<file path="src/rtl/i2s_rx_fifo.sv">
// rtl/i2s_rx_fifo.sv - I2S master receiver packing one channel into a FWFT sample FIFO
//
// Ports:
//   HCLK, HRESETn     system clock, asynchronous active-low reset
//   en                link enable; low stops SCK/WS and discards a partial sample
//   chan_sel          0 = capture left slot, 1 = right slot (latched at slot start)
//   SCK, WS, SD       I2S bit clock, word select (driven), serial data (captured)
//   s_valid, s_data   head-of-FIFO sample stream, popped by s_ready
//   level, irq        FIFO occupancy and level >= THRESH interrupt
//   overrun, clr_ovr  sticky dropped-sample flag and its clear
module i2s_rx_fifo #(
  parameter int CLK_DIV    = 4,
  parameter int DATA_W     = 24,
  parameter int FIFO_DEPTH = 8,
  parameter int THRESH     = 4
) (
  input  logic                          HCLK,
  input  logic                          HRESETn,
  input  logic                          en,
  input  logic                          chan_sel,
  output logic                          SCK,
  output logic                          WS,
  input  logic                          SD,
  output logic                          s_valid,
  output logic [DATA_W-1:0]             s_data,
  input  logic                          s_ready,
  output logic [$clog2(FIFO_DEPTH):0]   level,
  output logic                          irq,
  output logic                          overrun,
  input  logic                          clr_ovr
);

  localparam int DIV_W = (CLK_DIV > 1) ? $clog2(CLK_DIV) : 1;
  localparam int AW    = $clog2(FIFO_DEPTH);
  localparam int LW    = AW + 1;

  // Link side
  logic [DIV_W-1:0]  div_cnt;
  logic [5:0]        bit_cnt;
  logic [5:0]        bit_cnt_nxt;
  logic [4:0]        r_idx;
  logic              cap_chan;
  logic [DATA_W-1:0] shift_reg;
  logic [DATA_W-1:0] shift_nxt;
  logic [DATA_W-1:0] push_data;
  logic              push_pend;
  logic              tick;
  logic              rise;
  logic              fall;
  logic              cap_bit;

  // FIFO side
  logic [DATA_W-1:0] mem [FIFO_DEPTH];
  logic [AW-1:0]     wr_ptr;
  logic [AW-1:0]     rd_ptr;
  logic [LW-1:0]     level_nxt;
  logic              pop;
  logic              full;
  logic              do_push;

  assign tick        = (div_cnt == DIV_W'(CLK_DIV - 1));
  assign rise        = en & tick & ~SCK;
  assign fall        = en & tick & SCK;
  assign bit_cnt_nxt = bit_cnt + 6'd1;
  // bit_cnt advances on falls, so at a rise its low bits are the rise index within the slot
  assign r_idx       = bit_cnt[4:0];
  // r=0 carries the previous slot's LSB (one-bit delay); bits past DATA_W are padding
  assign cap_bit     = rise & (WS == cap_chan) & (r_idx != 5'd0) & (r_idx <= 5'(DATA_W));
  assign shift_nxt   = (shift_reg << 1) | DATA_W'(SD);

  always_ff @(posedge HCLK or negedge HRESETn) begin
    if (!HRESETn) begin
      div_cnt   <= '0;
      SCK       <= 1'b0;
      bit_cnt   <= '0;
      WS        <= 1'b0;
      cap_chan  <= 1'b0;
      shift_reg <= '0;
      push_data <= '0;
      push_pend <= 1'b0;
    end else if (!en) begin
      div_cnt   <= '0;
      SCK       <= 1'b0;
      bit_cnt   <= '0;
      WS        <= 1'b0;
      // restart always begins a left slot, so keep the slot selection current while idle
      cap_chan  <= chan_sel;
      shift_reg <= '0;
      push_pend <= 1'b0;
    end else begin
      push_pend <= 1'b0;
      if (tick) begin
        div_cnt <= '0;
        SCK     <= ~SCK;
      end else begin
        div_cnt <= div_cnt + DIV_W'(1);
      end
      if (fall) begin
        bit_cnt <= bit_cnt_nxt;
        WS      <= bit_cnt_nxt[5];
        if (bit_cnt_nxt[4:0] == 5'd0) begin
          cap_chan <= chan_sel;
        end
      end
      if (cap_bit) begin
        shift_reg <= shift_nxt;
        // the completed sample is held separately so an en drop cannot corrupt it
        if (r_idx == 5'(DATA_W)) begin
          push_pend <= 1'b1;
          push_data <= shift_nxt;
        end
      end
    end
  end

  assign s_valid = (level != '0);
  assign pop     = s_valid & s_ready;
  assign full    = (level == LW'(FIFO_DEPTH));
  // a pop in the same cycle frees the slot, so a full FIFO still accepts the push
  assign do_push = push_pend & (~full | pop);
  assign s_data  = s_valid ? mem[rd_ptr] : '0;

  always_comb begin
    level_nxt = level;
    if (do_push && !pop) begin
      level_nxt = level + LW'(1);
    end else if (pop && !do_push) begin
      level_nxt = level - LW'(1);
    end
  end

  always_ff @(posedge HCLK) begin
    if (do_push) begin
      mem[wr_ptr] <= push_data;
    end
  end

  always_ff @(posedge HCLK or negedge HRESETn) begin
    if (!HRESETn) begin
      wr_ptr  <= '0;
      rd_ptr  <= '0;
      level   <= '0;
      irq     <= 1'b0;
      overrun <= 1'b0;
    end else begin
      if (do_push) begin
        wr_ptr <= wr_ptr + AW'(1);
      end
      if (pop) begin
        rd_ptr <= rd_ptr + AW'(1);
      end
      level <= level_nxt;
      irq   <= (level_nxt >= LW'(THRESH));
      // a new drop outranks a clear in the same cycle
      if (push_pend && full && !pop) begin
        overrun <= 1'b1;
      end else if (clr_ovr) begin
        overrun <= 1'b0;
      end
    end
  end

endmodule

</file>
<file path="config.mk">
export PLATFORM = sky130hd
export DESIGN_NAME = i2s_rx_fifo
export DESIGN_NICKNAME = d
export VERILOG_FILES = /design/src/rtl/i2s_rx_fifo.sv
export SDC_FILE = /design/constraint.sdc
export NUM_CORES = 1
export LEC_CHECK = 0
export CORE_ASPECT_RATIO = 0.6
export CORE_MARGIN = 3
export CORE_UTILIZATION = 40
export DETAILED_ROUTE_END_ITERATION = 12
export PLACE_DENSITY_LB_ADDON = 0.2
export SKIP_CTS_REPAIR_TIMING = 1
export SLEW_MARGIN = 30
export SYNTH_ARGS = -nofsm -noshare
export SYNTH_HDL_FRONTEND = slang
export SYNTH_SLANG_ARGS = --single-unit
</file>
<file path="constraint.sdc">
create_clock -name HCLK -period 4.1 [get_ports HCLK]
set_input_delay 0.615 -clock HCLK [delete_from_list [all_inputs] [get_ports HCLK]]
set_output_delay 0.615 -clock HCLK [all_outputs]
set_load 0.01 [all_outputs]
</file>
==> flow_summary.ini <==
[status]
outcome = complete, no violations

[floorplan]
rows = 45
dieArea_um2 = 28700
io_pins = 40
die_h_um = 132
core_area_um2 = 25700
die_w_um = 217
start_util = 0.414

[timing]
hold_viol = 0
final.min_clock_period_ns = 3.69
maxSlewViolCount = 0
rsz0062_at_grt = false
worst_pin_slew_ns = 0.878
setup-violations-final = 0
fin_skew_ns = 0.0136
timing.fmax_ghz = 0.271
setup_tns_ns = 0
relSlewSlack = 0.411
min_period_over_period = 0.901

[synth]
synth_top_area_cell = edfxtp_1
yosysWarnings = 0
synth-seq-area-share = 0.706
synth_area_per_cell_um2 = 17.7
synth_nets = 616
netlist_top_cells_area = edfxtp_1, dfrtp_1, mux4_2
yosysMostFrequentCell = edfxtp_1
netlist_area_um2 = 10600
synth-seq-cells = 262
synthArstFlopShare = 0.267
synth_edf_count = 192
synth_cell_type_count = 46
yosysTopAreaCellShare = 0.542
syn-instance-count = 601
synth_top_flop_cell = edfxtp_1
synth_common_cells = edfxtp_1, dfrtp_1, mux4_2, nor2_1, nand3_1

[drt]
via_per_inst = 5.39
drt-initial-drc-count = 387
firstDrtPassIters = 5
vias = 5495
ant_nets = 0
finalWirelength_um = 22800
wire_per_inst_um = 22.3
route.detailed.drc = 0

[worst_setup_path]
required_ns = 3.48
startpoint = rd_ptr[0]
crit_path_max_incr_delay_ns = 0.93
reg2reg_from = level[0]
crit_chain = buf_4, mux4_2, mux2i_1, nor2_1, clkdlybuf4s50_1
crit_slowest_cell = dfrtp_4
crit_fanout = 37
start_kind = flip-flop
critical_path_arrival_ns = 3.08
critPathKind = reg -> out
cp-end-kind = output port

[pwr]
power_per_cell_area_nw_per_um2 = 573
p_leak_nw = 4.43
ir_worst_vdd_v = 0.000313

[min_path]
hold_path.class = in -> async

[clocking]
numCtsBuffers = 25
htreeDepth = 1
clkLatencyLatePin_ns = 0.52
cts.sinks = 262
cts_tree = done
cts-root-buf = clkbuf_16
cts_buffer_depth = 3
clkTransAtPathRegs_ns = 0.06

[global_routing]
grt_first_pass_wirelength_um = 35700
grt_usage = 0.162
grt_pass1_vias = 5719
grt_antenna_before_repair = 0
grt_max_degree = 71
grt_overflow = 0

[placed_design]
dpl.hpwl_um = 13800
gp_congestion = 0.754
io_buffers = 39

[cells_and_area]
seq_area_um2 = 7520
finalNetCount = 664
antennaDiodeCount = 0
n_fill_cell = 2174
final_util = 0.474
drive_gt1_frac = 0.210
largest_register_ffs = 192
area_growth_pct = 14.5
multi_input_area_um2 = 2930

[flow_run]
cap_violations = 0
==> where the power goes <==
group | internal, mW | total, mW | switching, mW
logic | 1.03 | 1.72 | 0.693
registers | 2.86 | 3.12 | 0.258
clock network | 1.19 | 2.14 | 0.954
==> cells by family (layout without fill, tap and decap cells) <==
group,after synthesis,after routing,synth area share
AND/OR/NAND/NOR,108,108,0.0518
flip-flops,262,262,0.706
buffers and inverters,43,110,0.0214
AO/OA/AOI/OAI,70,70,0.0427
adder cells (fa/ha/maj),8,8,0.00940
XOR/XNOR,10,10,0.00823
multiplexers,100,100,0.160
==> placed cells by master, fill, tap and decap left out, drive strengths merged, types with 2 or more instances in the layout <==
cell             n
or4b             2
xnor2            7
o21ai           29
nand3           29
nand2           11
nor2b            4
buf             18
dfrtp           70
clkinvlp         2
o22ai            2
clkinv           9
a21oi            4
mux2            27
ha               8
nor3             4
mux2i           25
nand4b           2
mux4            48
o21a             2
and2             7
clkdlybuf4s50   38
xor2             3
clkbuf          32
nor2            34
a21boi          27
edfxtp         192
nand2b           6
inv             10
or3              3
==> routing by layer <==
metal,routed length [µm],part of all wire,global-route usage
met4,379,0.017,0.0299
met1,11400,0.50,0.261
met2,9770,0.43,0.231
met5,0,0,0
met3,1210,0.053,0.0322
==> through the flow <==
step                      instance area [µm²]  cells  setup slack (ns)  total power, mW  hold slack [ns]
after CTS                               12200   1020             0.284             7.08            0.271
after floorplan                         10600    601             0.693             4.16            0.319
final                                   12200   1020             0.407             6.98            0.124
after global placement                  11400    974             0.883             4.92            0.424
after detailed placement                11400    974             0.845             4.94            0.428
after global routing                    12200   1020             0.174             7.31            0.157
==> final timing paths <==
| path | slack [ns] | end | cells past startpoint |
|---|---|---|---|
| min in group HCLK | 0.43 | div_cnt[0] | 1 |
| max in group asynchronous | 3.47 | rd_ptr[0] | 1 |
| min | 0.12 | wr_ptr[0] | 1 |
| max | 0.41 | s_data[16] | 5 |
| max reg2reg | 1.59 | mem[1][21] | 7 |
| min reg2reg | 0.43 | div_cnt[0] | 1 |
==> cell type report <==
cell class / count / share of cell area
clock inverter: 14 / 0.00780
timing repair buffer: 56 / 0.0426
tap: 352 / 0.0361
clock buffer: 32 / 0.0535
sequential: 262 / 0.617
multi-input combinational: 296 / 0.240
inverter: 8 / 0.00246
==> worst max-delay path, delay by kind of cell, from the launching register on <==
family        cells  cell delay (ns)
simple gates      1             0.07
flops             1             0.93
mux               2             0.70
buf+inv           2             0.84
Power figures use the tool's default switching activity.
